$ cat config.mk
export PLATFORM = sky130hd
export DESIGN_NAME = intpol2_run_sequencer_flat
export DESIGN_NICKNAME = d
export VERILOG_FILES = /design/src/rtl/intpol2_run_sequencer_if.sv /design/src/rtl/intpol2_run_sequencer.sv /design/src/flat_wrapper.sv
export SDC_FILE = /design/constraint.sdc
export NUM_CORES = 1
export LEC_CHECK = 0
export BUFFER_PORTS_ARGS = -buffer_cell sky130_fd_sc_hd__buf_2
export CORE_ASPECT_RATIO = 0.75
export CORE_MARGIN = 3
export CORE_UTILIZATION = 44
export CTS_CLUSTER_DIAMETER = 60
export CTS_CLUSTER_SIZE = 25
export DETAILED_ROUTE_END_ITERATION = 16
export PLACE_DENSITY = 0.78
export SYNTH_ARGS = -nofsm -noshare
export SYNTH_HDL_FRONTEND = slang
export SYNTH_SLANG_ARGS = --single-unit
$ cat constraint.sdc
create_clock -name clk -period 2 [get_ports clk]
set_input_delay 0.2 -clock clk [delete_from_list [all_inputs] [get_ports clk]]
set_output_delay 0.2 -clock clk [all_outputs]
set_load 0.02 [all_outputs]
$ cat src/rtl/intpol2_run_sequencer_if.sv
// Run request channel between host registers and the run sequencer.
// Host drives the request fields; the sequencer answers with req_ready.
interface intpol2_run_sequencer_if #(
  parameter int CONFIG_WIDTH = 32,
  parameter int DATA_WIDTH   = 32,
  parameter int BLK_CNT_W    = 16
);
  logic                    req_valid;
  logic                    req_ready;
  logic                    req_bypass;
  logic [DATA_WIDTH-1:0]   req_ix;
  logic [DATA_WIDTH-1:0]   req_ix2;
  logic [CONFIG_WIDTH-1:0] req_len;
  logic [BLK_CNT_W-1:0]    req_nblk;

  modport master (
    output req_valid,
    output req_bypass,
    output req_ix,
    output req_ix2,
    output req_len,
    output req_nblk,
    input  req_ready
  );

  modport slave (
    input  req_valid,
    input  req_bypass,
    input  req_ix,
    input  req_ix2,
    input  req_len,
    input  req_nblk,
    output req_ready
  );
endinterface

$ cat src/rtl/intpol2_run_sequencer.sv
// Run-level scheduler for intpol2_D4_IQ_CORE: holds config, pulses
// start once per block, watches done/busy/stall and aborts on timeout.
module intpol2_run_sequencer #(
  parameter int CONFIG_WIDTH = 32,
  parameter int DATA_WIDTH   = 32,
  parameter int BLK_CNT_W    = 16,
  parameter int STALL_CNT_W  = 32,
  parameter int TIMEOUT      = 1024
) (
  input  logic                      clk,
  input  logic                      rstn,
  intpol2_run_sequencer_if.slave    rq,
  input  logic                      abort,
  input  logic [7:0]                core_status,
  output logic                      core_start,
  output logic [4*CONFIG_WIDTH-1:0] core_config_reg,
  output logic                      busy,
  output logic                      run_done,
  output logic                      run_err,
  output logic [1:0]                err_code,
  output logic [BLK_CNT_W-1:0]      blk_count,
  output logic [STALL_CNT_W-1:0]    stall_cnt
);

  localparam int WD_W = $clog2(TIMEOUT + 1);

  typedef enum logic [2:0] {
    S_IDLE,
    S_LOAD,
    S_START,
    S_WACK,
    S_RUN,
    S_GAP,
    S_FIN,
    S_ERR
  } state_t;

  state_t               state;
  state_t               nxt;
  logic [1:0]           err_nxt;
  logic [WD_W-1:0]      wd;
  logic [BLK_CNT_W-1:0] nblk_q;
  logic                 armed;
  logic                 ready_c;

  logic st_done;
  logic st_busy;
  logic st_stall;
  logic accept;
  logic wd_max;
  logic kill;

  assign st_done  = core_status[0];
  assign st_busy  = core_status[1];
  assign st_stall = core_status[2] | core_status[3];
  assign accept   = rq.req_valid & ready_c;
  assign wd_max   = (wd == WD_W'(TIMEOUT - 1));
  assign rq.req_ready = ready_c;

  // Terminal states finish on their own; abort only cuts live run states.
  assign kill = abort & (state inside {
    S_LOAD, S_START, S_WACK, S_RUN, S_GAP});

  // State register.
  always_ff @(posedge clk or negedge rstn) begin
    if (!rstn) state <= S_IDLE;
    else       state <= nxt;
  end

  // Next state; abort overrides, watchdog only fires on non-done cycles.
  always_comb begin
    nxt     = state;
    err_nxt = 2'd0;
    unique case (state)
      S_IDLE: begin
        if (accept)
          nxt = (rq.req_nblk == '0) ? S_FIN : S_LOAD;
      end
      S_LOAD:  nxt = S_START;
      S_START: nxt = S_WACK;
      S_WACK: begin
        if (st_done | st_busy) begin
          nxt = S_RUN;
        end else if (wd_max) begin
          nxt     = S_ERR;
          err_nxt = 2'd1;
        end
      end
      S_RUN: begin
        if (st_done) begin
          nxt = S_GAP;
        end else if (st_stall && wd_max) begin
          nxt     = S_ERR;
          err_nxt = 2'd2;
        end
      end
      S_GAP: begin
        if (!st_done && !st_busy)
          nxt = (blk_count == nblk_q) ? S_FIN : S_START;
      end
      S_FIN:   nxt = S_IDLE;
      S_ERR:   nxt = S_IDLE;
      default: nxt = S_IDLE;
    endcase
    if (kill) begin
      nxt     = S_ERR;
      err_nxt = 2'd3;
    end
  end

  // Outputs decoded from the registered state.
  always_comb begin
    ready_c    = armed & (state == S_IDLE);
    core_start = (state == S_START) & ~abort;
    busy       = (state != S_IDLE);
    run_done   = (state == S_FIN);
    run_err    = (state == S_ERR);
  end

  // Holds req_ready low until the first edge after reset release.
  always_ff @(posedge clk or negedge rstn) begin
    if (!rstn) armed <= 1'b0;
    else       armed <= 1'b1;
  end

  // Config word and block target, captured on accept and held.
  always_ff @(posedge clk or negedge rstn) begin
    if (!rstn) begin
      core_config_reg <= '0;
      nblk_q          <= '0;
    end else if (accept) begin
      core_config_reg <= {
        rq.req_len,
        CONFIG_WIDTH'(rq.req_ix2),
        CONFIG_WIDTH'(rq.req_ix),
        {(CONFIG_WIDTH-1){1'b0}},
        rq.req_bypass};
      nblk_q <= rq.req_nblk;
    end
  end

  // Watchdog: WAIT_ACK cycles or consecutive RUN stall cycles.
  always_ff @(posedge clk or negedge rstn) begin
    if (!rstn)
      wd <= '0;
    else if (nxt != state)
      wd <= '0;
    else if (state == S_WACK || (state == S_RUN && st_stall))
      wd <= wd + WD_W'(1);
    else
      wd <= '0;
  end

  // Run counters and the sticky error code.
  always_ff @(posedge clk or negedge rstn) begin
    if (!rstn) begin
      blk_count <= '0;
      stall_cnt <= '0;
      err_code  <= 2'd0;
    end else if (accept) begin
      blk_count <= '0;
      stall_cnt <= '0;
      err_code  <= 2'd0;
    end else begin
      if (state == S_RUN && st_done && !kill)
        blk_count <= blk_count + BLK_CNT_W'(1);
      if (state == S_RUN && st_stall && stall_cnt != '1)
        stall_cnt <= stall_cnt + STALL_CNT_W'(1);
      if (nxt == S_ERR)
        err_code <= err_nxt;
    end
  end

endmodule

$ cat src/flat_wrapper.sv
// flat-port wrapper written by rule: the top's interface ports become plain ports
module intpol2_run_sequencer_flat 
#(
  parameter int CONFIG_WIDTH = 32,
  parameter int DATA_WIDTH   = 32,
  parameter int BLK_CNT_W    = 16,
  parameter int STALL_CNT_W  = 32,
  parameter int TIMEOUT      = 1024
)
  (clk, rstn, abort, core_status, core_start, core_config_reg, busy, run_done, run_err, err_code, blk_count, stall_cnt, rq_req_valid, rq_req_bypass, rq_req_ix, rq_req_ix2, rq_req_len, rq_req_nblk, rq_req_ready);
  intpol2_run_sequencer_if #(.CONFIG_WIDTH(CONFIG_WIDTH), .DATA_WIDTH(DATA_WIDTH), .BLK_CNT_W(BLK_CNT_W)) rq_i ();
  input  logic clk;
  input  logic rstn;
  input  logic abort;
  input  logic [7:0] core_status;
  output logic core_start;
  output logic [4*CONFIG_WIDTH-1:0] core_config_reg;
  output logic busy;
  output logic run_done;
  output logic run_err;
  output logic [1:0] err_code;
  output logic [BLK_CNT_W-1:0] blk_count;
  output logic [STALL_CNT_W-1:0] stall_cnt;
  input wire logic [$bits(rq_i.req_valid)-1:0] rq_req_valid;
  input wire logic [$bits(rq_i.req_bypass)-1:0] rq_req_bypass;
  input wire logic [$bits(rq_i.req_ix)-1:0] rq_req_ix;
  input wire logic [$bits(rq_i.req_ix2)-1:0] rq_req_ix2;
  input wire logic [$bits(rq_i.req_len)-1:0] rq_req_len;
  input wire logic [$bits(rq_i.req_nblk)-1:0] rq_req_nblk;
  output wire logic [$bits(rq_i.req_ready)-1:0] rq_req_ready;
  assign rq_i.req_valid = rq_req_valid;
  assign rq_i.req_bypass = rq_req_bypass;
  assign rq_i.req_ix = rq_req_ix;
  assign rq_i.req_ix2 = rq_req_ix2;
  assign rq_i.req_len = rq_req_len;
  assign rq_i.req_nblk = rq_req_nblk;
  assign rq_req_ready = rq_i.req_ready;
  intpol2_run_sequencer #(.CONFIG_WIDTH(CONFIG_WIDTH), .DATA_WIDTH(DATA_WIDTH), .BLK_CNT_W(BLK_CNT_W), .STALL_CNT_W(STALL_CNT_W), .TIMEOUT(TIMEOUT)) u_core (.clk(clk), .rstn(rstn), .rq(rq_i), .abort(abort), .core_status(core_status), .core_start(core_start), .core_config_reg(core_config_reg), .busy(busy), .run_done(run_done), .run_err(run_err), .err_code(err_code), .blk_count(blk_count), .stall_cnt(stall_cnt));
endmodule
==> results_dict.tcl <==
set metrics [dict create \
    grt_pass1_wl_um 41600 \
    hpwl_um 16200 \
    synth-edff-count 0 \
    finalSetupTns_ns -0.501 \
    hp-start "rq_req_nblk[14]" \
    finalHoldViolCount 0 \
    finalSetupViolations 14 \
    core_area_um2 17300 \
    postSynthCellCount 895 \
    worstSkewPairLatency_ns 0.43 \
    antenna_found_initial 0 \
    tightest_slew_ns 0.781 \
    slew_headroom_pct 47.9 \
    fin_ws_ns -0.101 \
    grt_overflow_total 0 \
    drt_iter0_drc 617 \
    ff2ff_setup_slack_ns -0.10 \
    routed_wl_um 26900 \
    synthFlopType "dfrtp_1" \
    ios 308 \
    viasPerCell 5.14 \
    end_kind "flop" \
    die_x_um 162 \
    cts-root-buf "clkbuf_16" \
    holdWs_ns 0.0317 \
    min_path_type "input pin to flop" \
    largest_reg_flops 97 \
    syn_area_um2 7980 \
    rows 41 \
    die_area_um2 19800 \
    skew_ns 0.0112 \
    clock_sinks 178 \
    grt_max_degree 155 \
    design_area_um2 11800 \
    reg2regPathDepth 6 \
    p_per_area_nw_per_um2 1250 \
    nFillCells 1270 \
    wl_per_cell_um 17.1 \
    hold_path_depth 3 \
    maxSlewViolCount 0 \
    grtUsageTotal_pct 26.6 \
    holdPathEnd "u_core.nblk_q[14]$_DFFE_PN0P_" \
    cap_violations 0 \
    diodes 0 \
    path_class "flop to flop" \
    status "finished with violations" \
    place.gp.congestion 0.897 \
    final_nets 1454 \
    remaining_drc_errors 0 \
    critPathRequiredTime_ns 2.34 \
    antenna_left 0 \
    ctsLongestPathBuffers 2 \
    violations "setup timing" \
    cts_tree "done" \
    drive_gt1_share_pct 30.1 \
    p_leak_nw 6.34 \
    rsz0062_at_grt "true" \
    fin_crit_sh_pct 105 \
    drt_first_pass_iters 5 \
    fin_crit_ns 2.10 \
    grt_pass1_vias 8261 \
    area_growth_pct 47.4 \
    crit_path_start_kind "flop" \
    vias 8090 \
    cts_buffers 17 \
    place_area_um2 9840 \
    cp_max_fo 8 \
    r2r-start "u_core.state[2]$_DFF_PN0_" \
    initial_core_util_pct 46.2 \
    ys_ff_latch 178 \
    syn_area_per_cell_um2 8.92 \
    clock.fmax_mhz 476 \
    seq_area_frac_synth_pct 55.8 \
    clkTransAtPathRegs_ns 0.07 \
    fp.dieH_um 123 \
    ir_worst_vdd_mv 1.15 \
    yosys_warnings 0 \
    worstPathArrival_ns 2.44 \
    h-tree-depth 4 \
    portBuffers 272 \
    reg2reg_to "u_core.stall_cnt[28]$_DFFE_PN0P_" \
    ys_async_sr_fraction_pct 100 \
    synth_cell_type_count 47 \
]
cell usage in the layout (no fill, tap or decap), types with 2 or more instances in the layout:
| cell | count |
|---|---|
| clkinv_4 | 3 |
| o31ai_1 | 3 |
| nor2_2 | 3 |
| nor3_2 | 3 |
| xnor2_1 | 8 |
| buf_6 | 4 |
| o21ai_0 | 14 |
| or3_1 | 10 |
| nand3_1 | 28 |
| ha_1 | 2 |
| o211ai_1 | 5 |
| conb_1 | 32 |
| nor2b_1 | 2 |
| nand4_1 | 19 |
| dfrtp_1 | 176 |
| dfrtp_2 | 2 |
| inv_1 | 6 |
| buf_12 | 3 |
| nor3_1 | 5 |
| dlygate4sd3_1 | 112 |
| clkinvlp_4 | 5 |
| nor4_1 | 10 |
| o21ai_1 | 3 |
| buf_2 | 271 |
| xor2_1 | 46 |
| and3_4 | 2 |
| nor2_1 | 54 |
| or2_2 | 3 |
| and2_1 | 3 |
| nand2_1 | 362 |
| nand3_2 | 2 |
| buf_4 | 57 |
| nand2_4 | 2 |
| and3_1 | 6 |
| a21oi_1 | 11 |
| and4_1 | 4 |
| nand3b_1 | 2 |
| a21oi_2 | 4 |
| inv_8 | 5 |
| clkbuf_16 | 17 |
final cells by class:
class / instances / area [um2] / share of cell area (%)
flip-flops and latches: 178 / 4460 / 37.9
multi-input cells: 676 / 3410 / 29.0
repair buffers: 447 / 3010 / 25.6
clock buffers: 17 / 425 / 3.62
well taps: 236 / 295 / 2.51
clock inverters: 15 / 145 / 1.23
inverters: 6 / 22.5 / 0.191
worst max-delay path by stage:
stage / endpoint / startpoint / slack, ns / depth (start not counted)
floorplan: u_core.stall_cnt[28]$_DFFE_PN0P_ / u_core.state[1]$_DFF_PN0_ / 0.02 / 5
global placement: u_core.wd[10]$_DFF_PN0_ / rq_req_nblk[10] / -0.30 / 8
detailed placement: u_core.wd[10]$_DFF_PN0_ / rq_req_nblk[10] / -0.33 / 8
CTS: u_core.stall_cnt[31]$_DFFE_PN0P_ / u_core.state[1]$_DFF_PN0_ / -0.03 / 6
global route: u_core.err_code[0]$_DFFE_PN0P_ / u_core.wd[1]$_DFF_PN0_ / -0.17 / 7
finish: u_core.stall_cnt[28]$_DFFE_PN0P_ / u_core.state[2]$_DFF_PN0_ / -0.10 / 6
cell usage after synthesis, types with 2 or more instances:
| master | count | share of area, % |
|---|---|---|
| nor3_1 | 7 | 0.44 |
| xnor2_1 | 8 | 0.88 |
| or2_2 | 3 | 0.24 |
| and2_1 | 3 | 0.24 |
| ha_1 | 3 | 0.47 |
| nand3b_1 | 2 | 0.19 |
| clkbuf_1 | 28 | 1.3 |
| conb_1 | 2 | 0.094 |
| buf_4 | 31 | 2.9 |
| or3_1 | 11 | 0.86 |
| nand2_1 | 364 | 17 |
| mux2i_1 | 2 | 0.25 |
| nand4_1 | 19 | 1.5 |
| o31ai_1 | 4 | 0.38 |
| nor2_1 | 57 | 2.7 |
| o21ai_0 | 17 | 1.1 |
| o211ai_1 | 5 | 0.47 |
| inv_1 | 6 | 0.28 |
| a21oi_1 | 15 | 0.94 |
| and4_1 | 5 | 0.55 |
| nor2b_1 | 3 | 0.24 |
| buf_1 | 6 | 0.28 |
| dfrtp_1 | 178 | 56 |
| nor4_1 | 11 | 0.86 |
| xor2_1 | 46 | 5.0 |
| nand3_1 | 31 | 1.9 |
| and3_1 | 8 | 0.63 |
layer usage:
metal	vias up	part of all wire (%)	GRT usage, %	routed length, um
li1	3698	-	-	-
met1	3906	39	32.1	10400
met2	406	50	45.2	13400
met3	80	8.2	7.93	2210
met4	0	3.0	10.5	816
met5	-	0	0	0
report_power, final:
group	switching (mW)	total [mW]	leakage, nW	internal [mW]
logic	3.76	5.86	3.76	2.10
registers	0.814	5.65	2.31	4.84
clock network	1.59	3.24	0.264	1.65
total	6.16	14.7	6.34	8.59
worst max-delay path, cell delays in order (launching register included):
cell and delay, ns:
dfrtp_1 0.41, or3b_4 0.43, buf_6 0.14, nor4b_4 0.32, nand4_4 0.18, or3_1 0.38, a21oi_2 0.15
per-stage QoR:
step	total power [mW]	util [%]	setup WS, ns	cells
2_1_floorplan	8.72	-	0.0205	925
3_3_place_gp	10.7	56.9	-0.297	1418
3_5_place_dp	10.8	56.9	-0.331	1418
4_1_cts	14.3	67.0	-0.0308	1565
5_1_grt	15.6	68.0	-0.174	1575
6_report	14.7	68.0	-0.101	1575
what timing repair did:
item | 4_1_cts | 5_1_grt
hold endpoints to repair | 155 | 0
setup endpoints to repair | 24 | 46
resized for setup | 6 | 30
hold buffers | 112 | 0
pin swaps | 1 | 11
gates cloned | 0 | 1
buffers inserted | 3 | 9
cell families (layout without fill, tap and decap cells):
logic type               count (synthesis)  count (layout)  synth area share [%]
AO/OA/AOI/OAI                           52              52                  3.95
XOR/XNOR                                54              54                  5.93
adder cells (fa/ha/maj)                  3               3                 0.470
buffers and inverters                   72             485                  4.86
flip-flops                             178             178                  55.8
multiplexers                             2               2                 0.251
other                                    2              32                0.0941
AND/OR/NAND/NOR                        532             533                  28.6
No activity file was read; power rests on OpenSTA's default activity.
